===== src/rtl/phy_pkg.sv =====
// rtl/phy_pkg.sv - shared link-layer constants for the TX/RX PHY path
package phy_pkg;

  typedef enum logic [2:0] {
    ST_RESET  = 3'd0,
    ST_IDLE   = 3'd1,
    ST_TRAIN  = 3'd2,
    ST_ACTIVE = 3'd3,
    ST_DRAIN  = 3'd4
  } state_t;

  localparam logic [31:0] COM_WORD_DEF = 32'hBCBCBCBC;
  localparam logic [31:0] PAD_WORD_DEF = 32'h7C7C7C7C;
  localparam int          LANE_COUNT   = 2;

endpackage


===== src/rtl/sat_counter.sv =====
// rtl/sat_counter.sv - up-counter that stops at LIMIT, with synchronous clear
module sat_counter #(
  parameter int WIDTH = 4,
  parameter int LIMIT = 15
) (
  input  logic             clk,
  input  logic             rst_n,
  input  logic             clr,
  input  logic             en,
  output logic [WIDTH-1:0] count
);

  localparam logic [WIDTH-1:0] LIM = WIDTH'(LIMIT);

  logic [WIDTH-1:0] count_q, count_d;

  always_comb begin
    count_d = count_q;
    if (clr) begin
      count_d = '0;
    end else if (en && (count_q != LIM)) begin
      count_d = count_q + WIDTH'(1);
    end
  end

  always_ff @(posedge clk or negedge rst_n) begin
    if (!rst_n) begin
      count_q <= '0;
    end else begin
      count_q <= count_d;
    end
  end

  assign count = count_q;

endmodule


===== src/rtl/phy_tx_link_ctrl.sv =====
// rtl/phy_tx_link_ctrl.sv - TX link bring-up: COM training, user-word gating, lane-even drain
module phy_tx_link_ctrl
  import phy_pkg::*;
#(
  parameter int          TS_COUNT = 16,
  parameter int          TIMEOUT  = 64,
  parameter logic [31:0] COM_WORD = COM_WORD_DEF,
  parameter logic [31:0] PAD_WORD = PAD_WORD_DEF
) (
  input  logic                  clk_2f,
  input  logic                  reset,
  input  logic                  init_req,
  input  logic [LANE_COUNT-1:0] lane_ready,
  input  logic [31:0]           data_in,
  input  logic                  valid_in,
  output logic                  in_ready,
  output logic [31:0]           data_out,
  output logic                  valid_out,
  output logic                  active,
  output logic [2:0]            state,
  output logic                  train_err
);

  localparam int WCW = $clog2(TS_COUNT + 1);
  localparam int TCW = $clog2(TIMEOUT + 1);
  localparam logic [WCW-1:0] WC_FULL = WCW'(TS_COUNT);
  localparam logic [TCW-1:0] TO_LAST = TCW'(TIMEOUT - 1);

  state_t      state_q, state_d;
  logic [31:0] data_q, data_d;
  logic        valid_q, valid_d;
  logic        active_q, active_d;
  logic        err_q, err_d;
  logic        parity_q, parity_d;

  logic [WCW-1:0] word_cnt;
  logic [TCW-1:0] tmo_cnt;
  logic           word_en, tmo_en, train_entry;
  logic           lanes_up, words_done;

  assign lanes_up   = &lane_ready;
  assign words_done = (word_cnt == WC_FULL);
  assign in_ready   = (state_q == ST_ACTIVE) && init_req;

  always_comb begin
    state_d  = state_q;
    data_d   = data_q;
    valid_d  = 1'b0;
    err_d    = err_q;
    parity_d = parity_q;
    word_en  = 1'b0;
    tmo_en   = 1'b0;
    case (state_q)
      ST_RESET: state_d = ST_IDLE;
      ST_IDLE: begin
        data_d = '0;
        if (init_req) begin
          state_d = ST_TRAIN;
          err_d   = 1'b0;
        end
      end
      ST_TRAIN: begin
        if (!init_req) begin
          state_d = ST_IDLE;
        end else if (!words_done) begin
          data_d  = COM_WORD;
          valid_d = 1'b1;
          word_en = 1'b1;
        end else if (lanes_up) begin
          state_d  = ST_ACTIVE;
          parity_d = 1'b0;
        end else if (tmo_cnt == TO_LAST) begin
          // this wait cycle is the TIMEOUT-th one since the last COM word
          err_d   = 1'b1;
          state_d = ST_IDLE;
        end else begin
          tmo_en = 1'b1;
        end
      end
      ST_ACTIVE: begin
        if (!lanes_up) begin
          state_d = ST_TRAIN;
          if (parity_q) begin
            data_d   = PAD_WORD;
            valid_d  = 1'b1;
            parity_d = 1'b0;
          end
        end else if (!init_req) begin
          state_d = ST_DRAIN;
        end else if (valid_in) begin
          data_d   = data_in;
          valid_d  = 1'b1;
          parity_d = ~parity_q;
        end
      end
      ST_DRAIN: begin
        state_d = ST_IDLE;
        if (parity_q) begin
          data_d   = PAD_WORD;
          valid_d  = 1'b1;
          parity_d = 1'b0;
        end
      end
      default: state_d = ST_RESET;
    endcase
    active_d = (state_d == ST_ACTIVE) || (state_d == ST_DRAIN);
  end

  assign train_entry = (state_d == ST_TRAIN) && (state_q != ST_TRAIN);

  sat_counter #(.WIDTH(WCW), .LIMIT(TS_COUNT)) u_word_cnt (
    .clk   (clk_2f),
    .rst_n (reset),
    .clr   (train_entry),
    .en    (word_en),
    .count (word_cnt)
  );

  sat_counter #(.WIDTH(TCW), .LIMIT(TIMEOUT)) u_tmo_cnt (
    .clk   (clk_2f),
    .rst_n (reset),
    .clr   (train_entry),
    .en    (tmo_en),
    .count (tmo_cnt)
  );

  always_ff @(posedge clk_2f or negedge reset) begin
    if (!reset) begin
      state_q  <= ST_RESET;
      data_q   <= '0;
      valid_q  <= 1'b0;
      active_q <= 1'b0;
      err_q    <= 1'b0;
      parity_q <= 1'b0;
    end else begin
      state_q  <= state_d;
      data_q   <= data_d;
      valid_q  <= valid_d;
      active_q <= active_d;
      err_q    <= err_d;
      parity_q <= parity_d;
    end
  end

  assign data_out  = data_q;
  assign valid_out = valid_q;
  assign active    = active_q;
  assign state     = state_q;
  assign train_err = err_q;

endmodule


===== config.mk =====
export PLATFORM = sky130hd
export DESIGN_NAME = phy_tx_link_ctrl
export DESIGN_NICKNAME = d
export VERILOG_FILES = /design/src/rtl/phy_pkg.sv /design/src/rtl/sat_counter.sv /design/src/rtl/phy_tx_link_ctrl.sv
export SDC_FILE = /design/constraint.sdc
export NUM_CORES = 1
export LEC_CHECK = 0
export ABC_AREA = 0
export CAP_MARGIN = 20
export CELL_PAD_IN_SITES_DETAIL_PLACEMENT = 1
export CELL_PAD_IN_SITES_GLOBAL_PLACEMENT = 1
export CORE_ASPECT_RATIO = 1.5
export CORE_UTILIZATION = 48
export CTS_CLUSTER_DIAMETER = 60
export DETAILED_ROUTE_END_ITERATION = 6
export DONT_BUFFER_PORTS = 1
export PLACE_DENSITY = 0.9
export SKIP_LAST_GASP = 1
export SLEW_MARGIN = 20
export SYNTH_ARGS = -nofsm -noshare
export SYNTH_HDL_FRONTEND = slang
export SYNTH_HIERARCHICAL = 1
export SYNTH_SLANG_ARGS = --single-unit

===== constraint.sdc =====
create_clock -name clk_2f -period 2.53 [get_ports clk_2f]
set_clock_uncertainty 0.1 [all_clocks]
set_input_delay 0.506 -clock clk_2f [delete_from_list [all_inputs] [get_ports clk_2f]]
set_output_delay 0.506 -clock clk_2f [all_outputs]
set_load 0.02 [all_outputs]

# Word level (Yosys, flattened, before mapping)
# Cells that the tools add are included.
[classes]
add_sub_neg = 2
n_eq_ne = 21
muxes = 45
n_bitwise = 1
reduce_logical = 16
[ops]
columns = ["cell", "n"]
rows = [
  ["$mux 32", 6],
  ["$pmux 32 s4", 1],
  ["$mux 1", 23],
  ["$mux 3", 7],
  ["$mux 7", 2],
  ["$ne 2x2->1 const B", 7],
  ["$eq 3x2->1 const B", 4],
  ["$pmux 3 s4", 1],
  ["$reduce_and 6->1", 2],
  ["$mux 5", 2],
  ["$add 7x1->7 const B", 1],
  ["$eq 7x6->1 const B", 1],
  ["$ne 7x7->1 const B", 1],
  ["$eq 3x3->1 const B", 2],
  ["$ne 3x3->1 const B", 2],
  ["$pmux 1 s3", 2],
  ["$reduce_bool 2->1", 3],
  ["$add 5x1->5 const B", 1],
  ["$eq 5x5->1 const B", 1],
  ["$ne 5x5->1 const B", 1],
  ["$reduce_and 5->1", 1],
  ["$logic_and 1x1->1", 4],
  ["$reduce_bool 4->1", 1],
  ["$eq 3x1->1 const B", 1],
  ["8 further kinds", 8],
]
[word_totals]
regBits = 51
in_bits = 38
out_inout_bits = 39
wordCells = 93

# Longest topological paths before layout
[depth]
ltp_word = 9
ltp_mapped = 8
mapped_depth_nobuf = 6

# By module
# The synthesis kept the hierarchy.
[modules_own_cells]
columns = ["mod", "instances", "cells_per_inst", "area_each_um2", "seq_area_each_um2"]
rows = [
  ["phy_tx_link_ctrl", 1, 203, 2037.0, 975.9],
  ["sat_counter at u_tmo_cnt", 1, 45, 432.9, 175.2],
  ["sat_counter at u_word_cnt", 1, 27, 276.5, 125.1],
]

# Worst setup path after synthesis
# Ideal clock, no wire load.
[synth_path]
path_kind = "input to register"
start = "input port init_req"
end = "register u_tmo_cnt.count_q[5] (netlist: u_tmo_cnt/count[5])"
setup_time_ps = 78
arrival_time_ps = 2334
required_time_ps = 2352
path_slack_ps = 18
path_stages = 8
n_path_buf = 2
path_cell_list = "clkbuf_1 > inv_1 > or3_1 > nor3_1 > clkbuf_1 > nand4_1 > or3_1 > a21oi_1"
[synth_between]
word_cells_on_any_way = 12
cone_classes = "1 x eq/ne; 8 x mux; 3 x reduce/logical"
[synth_lines]
columns = ["item", "line_no", "rtl"]
rows = [
  ["from (decl)", "phy_tx_link_ctrl.sv:12", "input logic init_req,"],
  ["$mux 1", "phy_tx_link_ctrl.sv:63", "if (!init_req) begin"],
  ["$mux 1", "phy_tx_link_ctrl.sv:53", "case (state_q)"],
  ["net tmo_en", "phy_tx_link_ctrl.sv:38", "logic word_en, tmo_en, train_entry;"],
  ["$logic_and 1x1->1", "sat_counter.sv:21", "end else if (en && (count_q != LIM)) begin"],
  ["$reduce_bool 2->1 (no source line)", "n/a", ""],
  ["to (signal assigned)", "sat_counter.sv:30", "count_q <= count_d;"],
  ["to (decl)", "sat_counter.sv:15", "logic [WIDTH-1:0] count_q, count_d;"],
]
# The timed path passes the listed nets, and every way through them passes these cells.
# A chain may end at the register's enable or synchronous reset.

# Worst setup path in the final report
[layout_path]
start = "register state_q[1] (netlist: state[1])"
end = "register data_q[10] (netlist: data_out[10])"
[layout_between]
elab_chain_len = 3
word_cells_on_any_way = 11
cone_classes = "8 x eq/ne; 1 x mux; 2 x reduce/logical"
[layout_rtl]
columns = ["item", "line_no", "rtl"]
rows = [
  ["from (decl)", "phy_tx_link_ctrl.sv:29", "state_t state_q, state_d;"],
  ["from (signal assigned)", "phy_tx_link_ctrl.sv:136", "state_q <= state_d;"],
  ["$eq 3x2->1 (tied with other cells)", "phy_tx_link_ctrl.sv:53", ""],
  ["$ne 3x3->1 (no source line) (tied with other cells)", "n/a", ""],
  ["$reduce_and 5->1 (no source line)", "n/a", ""],
  ["to (signal assigned)", "phy_tx_link_ctrl.sv:137", "data_q <= data_d;"],
  ["to (decl)", "phy_tx_link_ctrl.sv:30", "logic [31:0] data_q, data_d;"],
]
# Parallel ways exist; a longest one is shown, timed or not.

==> flow_summary.yaml <==
floorplan:
  pin_count: 77
  num_rows: 33
  core_um2: 5490
  die_h_um: 94.6
  die_w_um: 63.8
  start_util_pct: 50.0
  dieArea_um2: 6030
synth:
  synthArstFlopShare_pct: 100
  synthTopCellsByArea: "dfrtp_1, o32ai_1, a221oi_1, inv_1, a22o_1"
  synth_top_area_share_pct: 46.5
  syn-num-nets: 317
  synth_top_cell_by_area: "dfrtp_1"
  yosysSeqAreaShare_pct: 46.5
  ys_types: 51
  avgSynthCellArea_um2: 9.99
  synth_most_common_cell: "dfrtp_1"
  synth-edff-count: 0
  synth_warnings: 6
  syn_area_um2: 2750
  ys_seq_elements: 51
  synthTopCellsByCount: "dfrtp_1, inv_1, o32ai_1"
  synth_flop_cell: "dfrtp_1"
  syn_inst: 275
critical_path:
  crit_buf_inv: 2
  critPathArrivalTime_ns: 2.42
  critPathMaxStageDelay_ns: 0.49
  reg2reg_to: "data_out[10]"
  cpMaxStageDelayCell: "dfrtp_1"
  crit_end: "data_out[10]"
  critPathMostFrequentCell: "buf_4"
  crit_chain: "buf_4, nor3b_2, and3_1, or2_1, buf_4, o32ai_1"
  r2r_cells: 6
  worstSetupPathType: "register to register"
  critPathMaxFanout: 24
  cp.required_ns: 2.60
  r2r-start: "state[1]"
  endpoint_kind: "register"
  worstSetupStartpointType: "register"
  path_delay_family: "simple AND/OR/NAND/NOR gates"
  reg2reg_slack_ns: 0.17
  path_depth: 6
  critPathLaunch: "state[1]"
clocking:
  cts_setup_buffers: 0
  path_clk_slew_ns: 0.11
  clock_sinks: 51
  cts_tree: "yes"
  insertion_delay_ns: 0.31
  cts-root-buf: "clkbuf_8"
  clockBufferDepth: 2
  cts_inserted_buffers: 5
  htreeDepth: 2
drt:
  via_per_inst: 6.70
  wl_per_cell_um: 22.3
  drt_drc_violations_left: 0
  ant_nets: 0
  drt_pass1_iterations: 4
  drtIter0Drc: 213
  num_vias: 2330
  routed_wl_um: 7750
sta:
  fin_crit_ns: 2.36
  relSlewSlack_pct: 52.7
  worst_pin_slew_ns: 0.710
  rsz0062_at_grt: "false"
  fin_ws_ns: 0.175
  min_period_over_period_pct: 93.1
  fmax_ghz: 0.425
  hold_viol: 0
  setup_violations: 0
  drv_slew: 0
  setup_tns_ns: 0
min_path:
  min-delay-start: "init_req"
  hold_path_class: "input port to register"
layout:
  syn2layout_area_growth_pct: 9.25
  final_core_util_pct: 54.6
  fillers: 617
  final_cell_area_um2: 3000
  n_antenna_cell: 0
  final_nets: 319
  final_layout_size_suffix_gt1_share_pct: 12.6
  layoutNonFillerInstCount: 348
grt:
  grt_max_degree: 52
  grt_pass1_vias: 2477
  antenna_found_initial: 0
  gr-usage-met2_pct: 48.0
  grt_use_met1_pct: 31.7
  track_usage_pct: 27.2
  overflow: 0
  grt_pass1_wl_um: 12600
  grt_util_met3_pct: 5.43
  top_usage_layer: "met2"
placed_design:
  dp_cells: 338
  dpl-instance-area_um2: 2860
  port_buffers: 0
  dp_worst_setup_slack_ns: 0.162
  dp_hpwl_um: 5150
  gp_congestion: 0.765
status:
  outcome: "finished clean"
pwr:
  p_per_area_nw_per_um2: 1080
  p_leak_uw: 0.00126
  ir_worst_vdd_v: 0.000402
flow_run:
  maxCapViolations: 0
cells by family after synthesis:
logic type               after synthesis  synth area share [%]
flip-flops                            51                  46.5
AND/OR/NAND/NOR                       73                  15.2
multiplexers                           3                  1.32
AO/OA/AOI/OAI                         89                  26.6
buffers and inverters                 51                  7.33
adder cells (fa/ha/maj)                4                  1.82
XOR/XNOR                               4                  1.28
final cells by class:
| cell class | count | area [um^2] | area share (%) |
|---|---|---|---|
| multi-input cells | 173 | 1290 | 42.9 |
| flip-flops and latches | 51 | 1280 | 42.5 |
| repair buffers | 15 | 135 | 4.50 |
| inverters | 31 | 116 | 3.88 |
| well taps | 70 | 87.6 | 2.92 |
| clock buffers | 6 | 82.6 | 2.75 |
| clock inverters | 2 | 16.3 | 0.542 |
state kept, by name, summed over array words and instances (netlist names):
name,cells
active,1
data_out,32
parity_q,1
state,3
train_err,1
u_tmo_cnt/count,7
u_word_cnt/count,5
valid_out,1
per-stage QoR:
stage	hold WS (ns)	total power, uW
after detailed placement	0.111	2650
after global placement	0.111	2580
after floorplan	0.110	2280
after global routing	0.161	3410
final	0.173	3230
after CTS	0.168	3200
cells in the final DEF, fill, tap and decap left out, types with 5 or more instances in the layout:
cell,Yosys,routed
a22o_1,8,8
nand2_1,13,13
clkbuf_8,0,6
a221oi_1,16,16
dfrtp_1,51,51
inv_1,31,31
o21ai_0,6,6
nand3_1,5,5
nor2_1,14,14
buf_4,0,13
a22oi_1,5,5
a21oi_1,13,13
o32ai_1,24,24
nor3_1,7,7
report_power, final:
group          leakage (uW)  switching, uW  internal (uW)  total, uW
combinational      0.000525            848            522       1370
clock             0.0000474            297            224        522
sequential         0.000688            342            992       1330
total               0.00126           1490           1740       3230
worst min-delay path by stage:
stage | cells after the start | to
3_3_place_gp | 0 | data_out[26]
4_1_cts | 1 | state[2]
5_1_grt | 1 | state[2]
3_5_place_dp | 0 | data_out[21]
6_report | 1 | state[2]
2_1_floorplan | 0 | active
per-layer routing:
metal  routed length [um]  part of all wire [%]
met5                    0                     0
met4                  230                   3.0
met3                  424                   5.5
met2                 4100                    53
met1                 2990                    39
repair_timing:
| action | 4_1_cts | 5_1_grt |
|---|---|---|
| setup endpoints to repair | 0 | 2 |
| endpoints found under the hold margin | 51 | 0 |
| hold buffers | 2 | 0 |
| gates resized for setup | 0 | 1 |
Note: power is estimated with default switching activity, not from simulation.
